### src/rtl/bp_cfg_sequencer.sv
// bp_cfg_sequencer: moves host config commands onto per-core config ports.
// Unicast/broadcast writes; unicast reads return one response, with a timeout.
//   state  | meaning
//   IDLE   | waiting for a host command
//   ISSUE  | presenting request to core r_ptr
//   WAIT   | read issued, waiting for read data or timeout
//   RESP   | read response held until host accepts
module bp_cfg_sequencer #(
  parameter int num_core_p       = 1,
  parameter int cfg_addr_width_p = 16,
  parameter int cfg_data_width_p = 64,
  parameter int timeout_p        = 255,
  localparam int core_width_lp   = (num_core_p > 1) ? $clog2(num_core_p) : 1,
  localparam int tcnt_width_lp   = (timeout_p > 1) ? $clog2(timeout_p) : 1
) (
  input  logic                                   clk_i,
  input  logic                                   reset_i,
  input  logic                                   cmd_v_i,
  output logic                                   cmd_ready_o,
  input  logic                                   cmd_w_i,
  input  logic                                   cmd_bcast_i,
  input  logic [core_width_lp-1:0]               cmd_core_i,
  input  logic [cfg_addr_width_p-1:0]            cmd_addr_i,
  input  logic [cfg_data_width_p-1:0]            cmd_data_i,
  output logic [num_core_p-1:0]                  cfg_v_o,
  output logic                                   cfg_w_o,
  output logic [cfg_addr_width_p-1:0]            cfg_addr_o,
  output logic [cfg_data_width_p-1:0]            cfg_data_o,
  input  logic [num_core_p-1:0]                  cfg_ready_i,
  input  logic [num_core_p-1:0]                  cfg_rdata_v_i,
  input  logic [num_core_p*cfg_data_width_p-1:0] cfg_rdata_i,
  output logic                                   resp_v_o,
  output logic [cfg_data_width_p-1:0]            resp_data_o,
  output logic                                   resp_err_o,
  input  logic                                   resp_ready_i,
  output logic                                   busy_o
);

  typedef enum logic [1:0] {S_IDLE, S_ISSUE, S_WAIT, S_RESP} state_e;

  state_e                      r_state, w_state_nxt;
  logic                        r_w, r_bcast;
  logic [core_width_lp-1:0]    r_ptr;
  logic [cfg_addr_width_p-1:0] r_addr;
  logic [cfg_data_width_p-1:0] r_data, r_resp_data;
  logic                        r_resp_err;
  logic [tcnt_width_lp-1:0]    r_tcnt;

  logic [num_core_p-1:0]       w_sel;
  logic [cfg_data_width_p-1:0] w_rdata_sel;
  logic                        w_bad_core, w_ready_sel, w_rdata_hit, w_last_core, w_timeout;

  // One-hot decode of the current core plus its read-data slice.
  always_comb begin
    w_sel       = '0;
    w_rdata_sel = '0;
    for (int i = 0; i < num_core_p; i++) begin
      if (r_ptr == core_width_lp'(i)) begin
        w_sel[i]    = 1'b1;
        w_rdata_sel = cfg_rdata_i[i*cfg_data_width_p +: cfg_data_width_p];
      end
    end
  end

  assign w_bad_core  = ~(cmd_bcast_i & cmd_w_i) &
                       ({1'b0, cmd_core_i} >= (core_width_lp+1)'(num_core_p));
  assign w_ready_sel = |(cfg_ready_i & w_sel);
  assign w_rdata_hit = |(cfg_rdata_v_i & w_sel);
  assign w_last_core = (r_ptr == core_width_lp'(num_core_p - 1));
  assign w_timeout   = (r_tcnt == tcnt_width_lp'(timeout_p - 1));

  assign cfg_w_o     = r_w;
  assign cfg_addr_o  = r_addr;
  assign cfg_data_o  = r_data;
  assign resp_data_o = r_resp_data;
  assign resp_err_o  = r_resp_err;

  always_ff @(posedge clk_i or posedge reset_i) begin
    if (reset_i) r_state <= S_IDLE;
    else         r_state <= w_state_nxt;
  end

  always_comb begin
    w_state_nxt = r_state;
    cmd_ready_o = 1'b0;
    busy_o      = 1'b1;
    resp_v_o    = 1'b0;
    cfg_v_o     = '0;
    unique case (r_state)
      S_IDLE: begin
        cmd_ready_o = 1'b1;
        busy_o      = 1'b0;
        if (cmd_v_i) begin
          if (!w_bad_core)   w_state_nxt = S_ISSUE;
          else if (!cmd_w_i) w_state_nxt = S_RESP;
        end
      end
      S_ISSUE: begin
        cfg_v_o = w_sel;
        if (w_ready_sel) begin
          // Read data arriving alongside the accept skips WAIT entirely.
          if (!r_w)                     w_state_nxt = w_rdata_hit ? S_RESP : S_WAIT;
          else if (!r_bcast || w_last_core) w_state_nxt = S_IDLE;
        end
      end
      S_WAIT: begin
        if (w_rdata_hit || w_timeout) w_state_nxt = S_RESP;
      end
      S_RESP: begin
        resp_v_o = 1'b1;
        if (resp_ready_i) w_state_nxt = S_IDLE;
      end
      default: w_state_nxt = S_IDLE;
    endcase
  end

  always_ff @(posedge clk_i or posedge reset_i) begin
    if (reset_i) begin
      r_w         <= 1'b0;
      r_bcast     <= 1'b0;
      r_ptr       <= '0;
      r_addr      <= '0;
      r_data      <= '0;
      r_resp_data <= '0;
      r_resp_err  <= 1'b0;
      r_tcnt      <= '0;
    end else begin
      case (r_state)
        S_IDLE: begin
          if (cmd_v_i) begin
            r_w     <= cmd_w_i;
            r_bcast <= cmd_bcast_i;
            r_addr  <= cmd_addr_i;
            r_data  <= cmd_data_i;
            r_ptr   <= (cmd_bcast_i & cmd_w_i) ? '0 : cmd_core_i;
            if (w_bad_core) begin
              r_resp_data <= '1;
              r_resp_err  <= 1'b1;
            end
          end
        end
        S_ISSUE: begin
          if (w_ready_sel) begin
            r_tcnt <= '0;
            if (r_w && r_bcast && !w_last_core) r_ptr <= r_ptr + 1'b1;
            if (!r_w && w_rdata_hit) begin
              r_resp_data <= w_rdata_sel;
              r_resp_err  <= 1'b0;
            end
          end
        end
        S_WAIT: begin
          if (w_rdata_hit) begin
            r_resp_data <= w_rdata_sel;
            r_resp_err  <= 1'b0;
          end else if (w_timeout) begin
            r_resp_data <= '1;
            r_resp_err  <= 1'b1;
          end else begin
            r_tcnt <= r_tcnt + 1'b1;
          end
        end
        default: ;
      endcase
    end
  end

endmodule

### config.mk
export PLATFORM = sky130hd
export DESIGN_NAME = bp_cfg_sequencer
export DESIGN_NICKNAME = d
export VERILOG_FILES = /design/src/rtl/bp_cfg_sequencer.sv
export SDC_FILE = /design/constraint.sdc
export NUM_CORES = 1
export LEC_CHECK = 0
export ABC_AREA = 1
export BUFFER_PORTS_ARGS = -buffer_cell sky130_fd_sc_hd__buf_4
export CAP_MARGIN = 20
export CORE_MARGIN = 4
export CORE_UTILIZATION = 23
export CTS_BUF_LIST = sky130_fd_sc_hd__clkbuf_8
export DETAILED_ROUTE_END_ITERATION = 10
export GPL_TIMING_DRIVEN = 0
export PLACE_DENSITY_LB_ADDON = 0.05
export SLEW_MARGIN = 5
export SYNTH_ARGS = -nofsm -noshare
export SYNTH_HDL_FRONTEND = slang
export SYNTH_SLANG_ARGS = --single-unit
### constraint.sdc
create_clock -name clk_i -period 6.3 [get_ports clk_i]
set_input_delay 0.315 -clock clk_i [delete_from_list [all_inputs] [get_ports clk_i]]
set_output_delay 0.315 -clock clk_i [all_outputs]
set_load 0.01 [all_outputs]
==> metrics.txt <==
# TYPE chip_impl_metric gauge
chip_impl_info{name="worstSetupStartpoint",value="r_state[0]$_DFFE_PP0P_"} 1
chip_impl_metric{name="met3_track_demand_over_resource_in_global_routing",unit=""} 0.04742
chip_impl_info{name="tritoncts",value="yes"} 1
chip_impl_metric{name="internal-power",unit="mW"} 3.883
chip_impl_metric{name="place.gp.congestion",unit=""} 0.7197
chip_impl_metric{name="clock_path_buffers",unit=""} 2
chip_impl_metric{name="drt_iter0_markers",unit=""} 232
chip_impl_info{name="crit-reg2reg-launch",value="r_state[0]$_DFFE_PP0P_"} 1
chip_impl_metric{name="placeableCoreArea",unit="sq um"} 35480
chip_impl_metric{name="final_area",unit="sq um"} 11660
chip_impl_metric{name="post_cts_hold_buffer_count",unit=""} 7
chip_impl_metric{name="max_cap_violations",unit=""} 0
chip_impl_metric{name="floorplan.initialDensity",unit=""} 0.2326
chip_impl_metric{name="final_min_period_over_clock_period",unit=""} 0.3398
chip_impl_info{name="endpoint_kind",value="flop"} 1
chip_impl_metric{name="die-area",unit="sq um"} 38980
chip_impl_metric{name="report.final.setup_viol",unit=""} 0
chip_impl_info{name="grt_setup_unrepaired",value="false"} 1
chip_impl_metric{name="fmax",unit="GHz"} 0.4672
chip_impl_metric{name="swShare",unit=""} 0.4419
chip_impl_info{name="min-delay-path-class",value="in -> reg"} 1
chip_impl_metric{name="number_of_remaining_drc_errors",unit=""} 0
chip_impl_metric{name="maximum_number_of_pins_on_one_net_before_global_route_repair",unit=""} 103
chip_impl_metric{name="maxSlewHeadroom",unit=""} 0.6315
chip_impl_info{name="grt_busiest_layer",value="met2"} 1
chip_impl_info{name="status",value="finished, final reports clean"} 1
chip_impl_metric{name="synth_top_cell_area_share",unit=""} 0.4790
chip_impl_metric{name="critical-path-max-stage-delay",unit="ns"} 0.48
chip_impl_info{name="post_synth_main_area_contributors",value="sky130_fd_sc_hd__dfrtp_1, sky130_fd_sc_hd__mux2_2, sky130_fd_sc_hd__nand2_1"} 1
chip_impl_metric{name="worstSkewPairLatency",unit="ns"} 0.49
chip_impl_metric{name="routed_wl",unit="um"} 27770
chip_impl_metric{name="worstPathMaxFanout",unit=""} 10
chip_impl_metric{name="number_of_h_tree_levels",unit=""} 4
chip_impl_metric{name="synth.ff_latch_count",unit=""} 158
chip_impl_metric{name="detailed_place_hpwl",unit="um"} 20360
chip_impl_metric{name="buffer_ports.inserted",unit=""} 302
chip_impl_metric{name="tightest_slew",unit="ns"} 0.5528
chip_impl_info{name="ys_dominant_reg_cell",value="sky130_fd_sc_hd__dfrtp_1"} 1
chip_impl_info{name="cell_at_the_root_of_the_clock_tree",value="sky130_fd_sc_hd__clkbuf_8"} 1
chip_impl_metric{name="total_vias_in_the_final_route",unit=""} 6769
chip_impl_metric{name="post_cts.repair.setup_buffers",unit=""} 0
chip_impl_metric{name="number_of_global_route_vias_before_repair",unit=""} 7248
chip_impl_metric{name="num_rows",unit=""} 69
chip_impl_metric{name="post_drt_via_cell_ratio",unit=""} 4.150
chip_impl_metric{name="synth_cell_types",unit=""} 31
chip_impl_metric{name="ys_warn_count",unit=""} 0
chip_impl_metric{name="power.share.clock",unit=""} 0.129
chip_impl_metric{name="die_width",unit="um"} 197.4
chip_impl_info{name="critPathLaunchType",value="flop"} 1
chip_impl_metric{name="worst_ep_required_time",unit="ns"} 6.66
chip_impl_metric{name="grt_first_pass_wirelength",unit="um"} 43010
chip_impl_metric{name="synth_cells",unit=""} 828
chip_impl_metric{name="globalRouteTotalUtil",unit=""} 0.1421
chip_impl_info{name="critPathMostFrequentCell",value="sky130_fd_sc_hd__buf_2"} 1
chip_impl_info{name="cp_slowest_cell",value="sky130_fd_sc_hd__dfrtp_1"} 1
chip_impl_metric{name="number_of_enable_flip_flop_cells_after_synthesis",unit=""} 0
chip_impl_info{name="critPathKind",value="reg -> reg"} 1
chip_impl_metric{name="netSwitchingPower",unit="mW"} 3.075
chip_impl_metric{name="first_pass_iters",unit=""} 5
chip_impl_metric{name="avgSynthCellArea",unit="sq um"} 9.969
chip_impl_metric{name="timing.setup.tns",unit="ns"} 0
chip_impl_metric{name="layout.filler_cells",unit=""} 3820
chip_impl_metric{name="vdd.ir_drop.worst",unit="V"} 0.0002017
chip_impl_metric{name="layout.nets",unit=""} 1317
chip_impl_metric{name="min_period",unit="ns"} 2.141
chip_impl_metric{name="antenna-diode-count",unit=""} 0
chip_impl_metric{name="synthesized_net_count",unit=""} 988
chip_impl_metric{name="antenna_left",unit=""} 0
chip_impl_metric{name="combinationalPowerShare",unit=""} 0.609
chip_impl_metric{name="synth-seq-area-share",unit=""} 0.4790
chip_impl_metric{name="worst_setup_hold_path_clk_slew",unit="ns"} 0.10
chip_impl_metric{name="finalCoreUtilization",unit=""} 0.3286
chip_impl_metric{name="p_seq_frac",unit=""} 0.262
chip_impl_metric{name="total_power",unit="mW"} 6.958
chip_impl_metric{name="grt-ovfl-total",unit=""} 0
chip_impl_metric{name="cts.sink_count",unit=""} 158
chip_impl_metric{name="syn-cell-area",unit="sq um"} 8254
chip_impl_metric{name="final_layout_size_suffix_gt1_frac",unit=""} 0.4863
chip_impl_metric{name="clk_skew",unit="ns"} 0.01814
chip_impl_metric{name="async_flop_share",unit=""} 1.000
chip_impl_metric{name="area_delta_synth_final",unit="%"} 41.25
chip_impl_metric{name="chipHeight",unit="um"} 197.4
chip_impl_metric{name="cts-buffers-inserted",unit=""} 17
chip_impl_info{name="cp_cell_sequence",value="inv_1, ha_1, nand2_1, buf_2, buf_2, mux2_2"} 1
chip_impl_metric{name="cts_resized",unit=""} 0
chip_impl_info{name="synth_area_leader_cell",value="sky130_fd_sc_hd__dfrtp_1"} 1
chip_impl_info{name="worst_hold_startpoint",value="cmd_data_i[36]"} 1
chip_impl_metric{name="detail_route.wl_per_cell",unit="um"} 17.02
chip_impl_metric{name="final-max-slew-violation-count",unit=""} 0
chip_impl_metric{name="grt_antenna_before_repair",unit=""} 3
chip_impl_metric{name="met2_demand_to_capacity_share_in_global_routing",unit=""} 0.2384
chip_impl_metric{name="cellPowerDensity",unit="nW/um^2"} 596.8
chip_impl_metric{name="leakage",unit="nW"} 5.826
chip_impl_metric{name="finalHoldViolCount",unit=""} 0
chip_impl_metric{name="floorplan.io_pins",unit=""} 303
chip_impl_metric{name="worst-endpoint-arrival",unit="ns"} 2.50
chip_impl_metric{name="placement.cell_area",unit="sq um"} 11130
chip_impl_metric{name="grt_use_met1",unit=""} 0.1782
[routing by layer]
metal | part of all wire | wire length, um
met5 | 0.0015 | 42
met4 | 0.0095 | 265
met3 | 0.065 | 1816
met2 | 0.50 | 13850
met1 | 0.42 | 11790
[worst paths after layout]
path / endpoint / slack, ns / depth (start not counted)
min in group asynchronous: cfg_data_o[32]$_DFFE_PP0P_ / 0.39 / 3
hold / removal: cfg_data_o[36]$_DFFE_PP0P_ / 0.06 / 2
max in group asynchronous: resp_data_o[9]$_DFFE_PP0P_ / 5.00 / 4
setup reg to reg: cfg_data_o[7]$_DFFE_PP0P_ / 4.16 / 6
setup / recovery: cfg_data_o[7]$_DFFE_PP0P_ / 4.16 / 6
hold reg to reg: cfg_data_o[3]$_DFFE_PP0P_ / 0.51 / 1
[critical path, delay by kind of cell, from the launching register on]
kind                       cells  cell delay, ns
and+or+nand+nor                1            0.17
DFF                            1            0.48
adders and majority gates      1            0.31
muxes                          1            0.37
buffers and inverters          3            0.69
[cells in the mapped netlist (7+ instances only)]
cell	count
sky130_fd_sc_hd__nand2_1	178
sky130_fd_sc_hd__dfrtp_1	158
sky130_fd_sc_hd__nand3_1	94
sky130_fd_sc_hd__inv_1	82
sky130_fd_sc_hd__mux2_2	80
sky130_fd_sc_hd__nand3_2	52
sky130_fd_sc_hd__o21bai_2	40
sky130_fd_sc_hd__buf_2	31
sky130_fd_sc_hd__o21bai_1	26
sky130_fd_sc_hd__nor2_1	22
sky130_fd_sc_hd__clkbuf_1	9
sky130_fd_sc_hd__ha_1	7
[cells in the final DEF (no fill, tap or decap), drive strengths merged]
master	count
nor2	26
bufinv	4
a21oi	3
dfrtp	158
nand4	3
xor2	2
o21a	1
nand2	183
inv	89
o211ai	2
o21bai	66
clkinv	5
xnor2	1
clkinvlp	1
o21ai	5
dlygate4sd3	7
buf	352
mux2	80
ha	7
clkbuf	28
nand3b	1
nand3	146
[kinds of logic after synthesis]
kind of cell / share of synthesized area
AOI/OAI and AO/OA: 0.08716
xor gates and xnor gates: 0.003184
adders and majority gates: 0.01061
buffers and inverters: 0.08868
DFF: 0.4790
muxes: 0.1091
and+or+nand+nor: 0.2222
[cell type report]
class	count	area, sq um	area share
Buffer	59	412.9	0.03542
Sequential cell	158	3954	0.3391
Timing Repair Buffer	310	2365	0.2028
Tap cell	461	576.8	0.04947
Clock inverter	14	207.7	0.01781
Clock buffer	18	247.7	0.02125
Multi-Input combinational cell	526	3568	0.3061
Inverter	85	326.6	0.02801
[power groups by stage]
stage          Combinational [mW]  Sequential (mW)  Clock [mW]
2_1_floorplan                2.48             2.04           0
3_3_place_gp                 4.34             1.84           0
3_5_place_dp                 4.34             1.85           0
4_1_cts                      4.36             1.83       0.947
5_1_grt                      4.73             1.90       0.984
6_report                     4.24             1.83       0.897
[per-stage QoR]
stage / instances / hold WS [ns] / setup slack, ns
2_1_floorplan: 828 / 0.4655 / 1.722
3_3_place_gp: 1591 / 0.4900 / -1.231
3_5_place_dp: 1592 / 0.3807 / 4.101
4_1_cts: 1631 / 0.001046 / 4.084
5_1_grt: 1631 / 0.002034 / 3.931
6_report: 1631 / 0.05730 / 4.159
[flip-flops by register name (all words and copies together) (netlist names)]
register,flops
cfg_data_o,64
r_ptr,1
r_bcast,1
r_tcnt,8
cfg_addr_o,16
r_state,2
cfg_w_o,1
resp_err_o,1
resp_data_o,64
Note: power is estimated with default switching activity, not from simulation.
